[config.mk]
export PLATFORM = sky130hd
export DESIGN_NAME = scanline_fetch_arbiter
export DESIGN_NICKNAME = d
export VERILOG_FILES = /design/src/rtl/scanline_fetch_arbiter.sv
export SDC_FILE = /design/constraint.sdc
export NUM_CORES = 1
export LEC_CHECK = 0
export ABC_CLOCK_PERIOD_IN_PS = 3400
export CAP_MARGIN = 20
export CORE_ASPECT_RATIO = 1.4
export CORE_MARGIN = 1
export CORE_UTILIZATION = 45
export DETAILED_ROUTE_END_ITERATION = 12
export HOLD_SLACK_MARGIN = 0.15
export PLACE_DENSITY = 0.7
export SETUP_SLACK_MARGIN = 0.5
export SYNTH_ARGS = -nofsm -noshare
export SYNTH_HDL_FRONTEND = slang
export SYNTH_SLANG_ARGS = --single-unit
[constraint.sdc]
create_clock -name i_pixel_clk -period 3.4 [get_ports i_pixel_clk]
set_clock_uncertainty 0.1 [all_clocks]
set_input_delay 0.68 -clock i_pixel_clk [delete_from_list [all_inputs] [get_ports i_pixel_clk]]
set_output_delay 0.68 -clock i_pixel_clk [all_outputs]
set_load 0.01 [all_outputs]
[src/rtl/scanline_fetch_arbiter.sv]
// Line-buffered scanline fetcher: prefetches each visible line into a small pixel FIFO
// ahead of the beam and shares the memory port with host writes, display reads first.
module scanline_fetch_arbiter #(
  parameter int H_RESOLUTION = 640,
  parameter int V_RESOLUTION = 480,
  parameter int FETCH_LEAD   = 8,
  parameter int FIFO_DEPTH   = 8,
  parameter int ADDR_W       = 19,
  parameter int DATA_W       = 8
) (
  input  logic               i_pixel_clk,
  input  logic               i_reset,
  input  logic signed [12:0] i_x,
  input  logic signed [12:0] i_y,
  input  logic               i_frame_start,
  input  logic               i_wr_valid,
  input  logic [ADDR_W-1:0]  i_wr_addr,
  input  logic [DATA_W-1:0]  i_wr_data,
  output logic               o_wr_ready,
  output logic [ADDR_W-1:0]  o_mem_addr,
  output logic               o_mem_rd,
  output logic               o_mem_we,
  output logic [DATA_W-1:0]  o_mem_wdata,
  input  logic [DATA_W-1:0]  i_mem_rdata,
  output logic [DATA_W-1:0]  o_pixel,
  output logic               o_underflow
);
  localparam int PW = $clog2(FIFO_DEPTH);
  localparam int CW = $clog2(H_RESOLUTION);
  localparam logic signed [12:0] H_S    = 13'(H_RESOLUTION);
  localparam logic signed [12:0] H_LAST = 13'(H_RESOLUTION - 1);
  localparam logic signed [12:0] V_S    = 13'(V_RESOLUTION);
  localparam logic signed [12:0] LEAD_S = 13'(-FETCH_LEAD);

  typedef enum logic {IDLE, FETCH} state_t;

  state_t             state_q, state_d;
  logic [ADDR_W-1:0]  addr_q, addr_d;
  logic [CW-1:0]      cnt_q, cnt_d;
  logic [PW:0]        occ_q, occ_d;
  logic [PW-1:0]      wptr_q, wptr_d, rptr_q, rptr_d;
  logic [DATA_W-1:0]  fifo_q [FIFO_DEPTH];
  logic [DATA_W-1:0]  fifo_d [FIFO_DEPTH];
  logic               inflight_q, inflight_d;
  logic [DATA_W-1:0]  pixel_q, pixel_d;
  logic               underflow_q, underflow_d;

  logic               x_vis, y_vis, pop_win, line_end, push, wr_ok, rd_issue;
  logic [PW+1:0]      fill;

  assign x_vis    = !i_x[12] && (i_x < H_S);
  assign y_vis    = !i_y[12] && (i_y < V_S);
  assign pop_win  = x_vis && y_vis;
  assign line_end = pop_win && (i_x == H_LAST);
  assign fill     = {1'b0, occ_q} + {{(PW+1){1'b0}}, inflight_q};

  // Reads already in flight count against capacity so a push can never hit a full FIFO.
  assign rd_issue = !i_reset && !i_frame_start && (state_q == FETCH) &&
                    (fill < (PW+2)'(FIFO_DEPTH));
  assign o_wr_ready  = !i_reset && !rd_issue;
  assign wr_ok       = i_wr_valid && o_wr_ready;
  assign o_mem_rd    = rd_issue;
  assign o_mem_we    = wr_ok;
  assign o_mem_addr  = rd_issue ? addr_q : (wr_ok ? i_wr_addr : '0);
  assign o_mem_wdata = wr_ok ? i_wr_data : '0;
  assign o_pixel     = pixel_q;
  assign o_underflow = underflow_q;

  // A return landing on the last pixel of a line belongs to a stale fetch.
  assign push = inflight_q && !line_end;

  always_comb begin
    state_d     = state_q;
    addr_d      = addr_q;
    cnt_d       = cnt_q;
    occ_d       = occ_q;
    wptr_d      = wptr_q;
    rptr_d      = rptr_q;
    fifo_d      = fifo_q;
    inflight_d  = rd_issue;
    pixel_d     = '0;
    underflow_d = underflow_q;
    if (i_frame_start) begin
      state_d     = IDLE;
      occ_d       = '0;
      wptr_d      = '0;
      rptr_d      = '0;
      inflight_d  = 1'b0;
      underflow_d = 1'b0;
    end else begin
      if (push) begin
        fifo_d[wptr_q] = i_mem_rdata;
        wptr_d         = wptr_q + PW'(1);
      end
      if (pop_win) begin
        if (occ_q != '0) begin
          pixel_d = fifo_q[rptr_q];
          rptr_d  = rptr_q + PW'(1);
        end else begin
          underflow_d = 1'b1;
        end
      end
      occ_d = occ_q + (PW+1)'(push) - (PW+1)'(pop_win && (occ_q != '0));
      case (state_q)
        IDLE: if (i_x == LEAD_S && y_vis) begin
          state_d = FETCH;
          addr_d  = ADDR_W'({{ADDR_W{1'b0}}, i_y} * H_RESOLUTION);
          cnt_d   = '0;
        end
        FETCH: if (rd_issue) begin
          addr_d = addr_q + ADDR_W'(1);
          if (cnt_q == CW'(H_RESOLUTION - 1)) begin
            state_d = IDLE;
            cnt_d   = '0;
          end else begin
            cnt_d = cnt_q + CW'(1);
          end
        end
        default: state_d = IDLE;
      endcase
    end
  end

  always_ff @(posedge i_pixel_clk) begin
    if (i_reset) begin
      state_q     <= IDLE;
      addr_q      <= '0;
      cnt_q       <= '0;
      occ_q       <= '0;
      wptr_q      <= '0;
      rptr_q      <= '0;
      inflight_q  <= 1'b0;
      pixel_q     <= '0;
      underflow_q <= 1'b0;
    end else begin
      state_q     <= state_d;
      addr_q      <= addr_d;
      cnt_q       <= cnt_d;
      occ_q       <= occ_d;
      wptr_q      <= wptr_d;
      rptr_q      <= rptr_d;
      inflight_q  <= inflight_d;
      pixel_q     <= pixel_d;
      underflow_q <= underflow_d;
    end
  end

  always_ff @(posedge i_pixel_clk) fifo_q <= fifo_d;

endmodule

==> impl_metrics.yaml <==
setup_path:
  rrSetupSlack_ns: 1.03
  crit_arrival_ns: 2.33
  criticalPathCategory: "flop to output port"
  crit_chain: "ha_4, or2_4, a22oi_2, o211ai_1, and3_4, buf_12, buf_16, a22o_1, buf_2"
  r2r-end: "addr_q[11]"
  crit_path_start_kind: "flop"
  worst_r2r_startpoint: "state_q"
  end_kind: "output port"
  worst-r2r-cell-count: 6
  crit_path_max_fanout: 7
  crit_slowest_cell: "dfxtp_4"
  crit_required_ns: 2.62
  slowest_delay_ns: 0.35
clocking:
  ctsHoldBuffers: 0
  clk_path_buf_depth: 2
  insertion_delay_ns: 0.42
  cts.clk_slew.worst_paths_ns: 0.06
  clock_sinks: 114
  root_buffer: "clkbuf_16"
  cts_tree: "yes"
  cts_made_buffers: 17
  htree_levels: 4
synth:
  synth_mux_area_frac: 0.0842
  synth_seq_cells: 114
  ys_types: 55
  syn-num-nets: 601
  synthSimpleGateAreaFrac: 0.137
  synthXorXnorAreaFrac: 0.0215
  synth_area_per_cell_um2: 11.3
  synth_fa_ha_area_frac: 0.0684
  ys_seq_area_frac: 0.512
  synth_area_um2: 5710
  synth-compound-area-share: 0.144
  async_reset_ff_frac: 0
  synthTopCellsByArea: "edfxtp_1, dfxtp_1, mux4_2"
  synth.top_cell.area_share: 0.337
  synth_top_family_by_area: "compound AO/OA/AOI/OAI gates"
  yosysWarnings: 0
  postSynthCellCount: 506
  synth_flop_cell: "edfxtp_1"
  synth_edf_count: 64
  yosysTopAreaCell: "edfxtp_1"
grt:
  grt.total_usage: 0.231
  overflow: 0
  antenna_found_initial: 0
  grt_pass1_vias: 4795
  grt_pass1_wl_mm: 23.4
  grt_max_degree: 21
floorplan:
  die_w_um: 97.2
  start_util: 0.461
  row_count: 48
  die_area_um2: 13100
  ios: 104
  fp.dieH_um: 135
  core_um2: 12400
power_and_ir_drop:
  peakVddDrop_v: 0.000332
  power_density_nw_per_um2: 473
  p_leak_nw: 2.91
sta:
  finalSetupViolCount: 0
  fin_ws_ns: 0.292
  hold_viol: 0
  hold_ws_ns: 0.369
  fin_crit_sh: 0.914
  worst_pin_slew_ns: 0.863
  period_needed_ns: 3.11
  slew_violations: 0
  rsz0062_at_grt: "true"
  finalSetupTns_ns: 0
  fmax_ghz: 0.322
  relSlewSlack: 0.424
drt:
  drt-total-wl_mm: 14.8
  drtAntennaViolNets: 0
  avgRoutedWirePerCell_um: 18.4
  drc: 0
  avgViaCountPerCell: 5.80
  vias: 4654
  top_layer: "met4"
  routed-wl-met2_mm: 8.23
  drtIter0Drc: 284
  drt_first_pass_iters: 5
  met3_length_um: 671
  wl_met1_mm: 5.38
placement:
  portBuffers: 103
  dpl.hpwl_mm: 10.0
  gp_congestion: 0.902
  place_ws_ns: 0.0146
final_layout:
  fin_util: 0.634
  num-nets-final: 735
  antennaDiodeCount: 0
  area_growth_pct: 37.5
  fillers: 988
  multi_input_area_um2: 2680
  seqCellArea_um2: 2930
  final_common_cell: "clkdlybuf4s50_1"
  mostFrequentLayoutCells: "clkdlybuf4s50_1, edfxtp_1, dfxtp_1"
  layout-drive-gt1-share: 0.228
min_path:
  hp-start: "cnt_q[1]"
  hold_end: "cnt_q[1]"
  min_path_type: "flop to flop"
  min_path_cells: 2
flow_run:
  cap_violations: 0
outcome:
  status: "finished, final reports clean"
-- sequential cells by signal, summed over array words and instances (netlist names) --
register and count:
addr_q 19, cnt_q 10, fifo_q 64, inflight_q 1, o_pixel 8, o_underflow 1
occ_q 4, rptr_q 3, state_q 1, wptr_q 3
-- through the flow --
stage | cells | area [um^2] | power (mW)
3_5_place_dp | 763 | 7060 | 1.77
2_1_floorplan | 506 | 5710 | 1.61
4_1_cts | 801 | 7740 | 3.72
5_1_grt | 803 | 7850 | 3.81
6_report | 803 | 7850 | 3.71
3_3_place_gp | 763 | 7060 | 1.76
-- logic make-up after synthesis --
group / count (synthesis)
flops: 114
compound gates: 121
buf+inv: 42
simple gates: 157
mux: 28
fa+ha+maj: 30
xor+xnor: 14
-- worst max-delay path: cells and delay by family (launching register included) --
kind | cells | cell delay [ns]
and+or+nand+nor | 2 | 0.49
DFF | 1 | 0.35
buffers and inverters | 3 | 0.40
adders and majority gates | 1 | 0.16
AOI/OAI and AO/OA | 3 | 0.51
-- cell usage after synthesis, types with 3 or more instances --
library cell	n
a21o_1	5
dfxtp_1	50
xnor2_1	8
ha_1	28
a211o_1	3
nand3_1	13
o21a_1	3
and3_1	8
a211oi_1	6
a21oi_1	29
buf_6	3
o21ai_0	23
nor3_1	10
and2_1	11
nand2b_1	3
nand2_1	34
clkbuf_1	16
mux4_2	16
o31ai_1	3
a311oi_1	3
edfxtp_1	64
a41oi_1	3
buf_2	5
xor2_1	6
nor4_1	4
nor2_1	47
o22ai_1	4
or2_2	5
nand4_1	9
or3_1	5
o21ai_1	3
inv_1	16
a22o_1	16
mux2i_1	12
-- where the power goes --
part / total [mW] / internal [mW] / switching, mW
logic: 0.293 / 0.162 / 0.131
clock network: 1.96 / 1.31 / 0.658
registers: 1.45 / 1.45 / 0.0000116
-- metal layers --
layer	up-vias	track usage
met5	-	0
met4	0	0.109
met3	37	0.0573
met2	176	0.441
met1	2243	0.232
li1	2198	-
-- worst max-delay path by stage --
| stage | from | to | cells past startpoint |
|---|---|---|---|
| floorplan | i_y[12] | occ_q[1] | 8 |
| global placement | i_frame_start | o_mem_addr[7] | 7 |
| detailed placement | i_reset | o_mem_addr[7] | 7 |
| CTS | occ_q[1] | o_mem_addr[9] | 9 |
| global route | occ_q[1] | o_mem_addr[9] | 9 |
| finish | occ_q[1] | o_mem_addr[9] | 9 |
-- cell type report --
class,instances,share of cell area
multi-input cells,350,0.342
flip-flops and latches,114,0.373
well taps,150,0.0239
repair buffers,141,0.169
inverters,16,0.00861
clock inverters,15,0.0292
clock buffers,17,0.0542
-- what timing repair did --
action / 4_1_cts / 5_1_grt
setup endpoints to repair: 31 / 50
setup buffers: 3 / 1
pin swaps: 11 / 20
resized for setup: 136 / 33
gates cloned: 3 / 1
(Power assumes the default switching activity.)
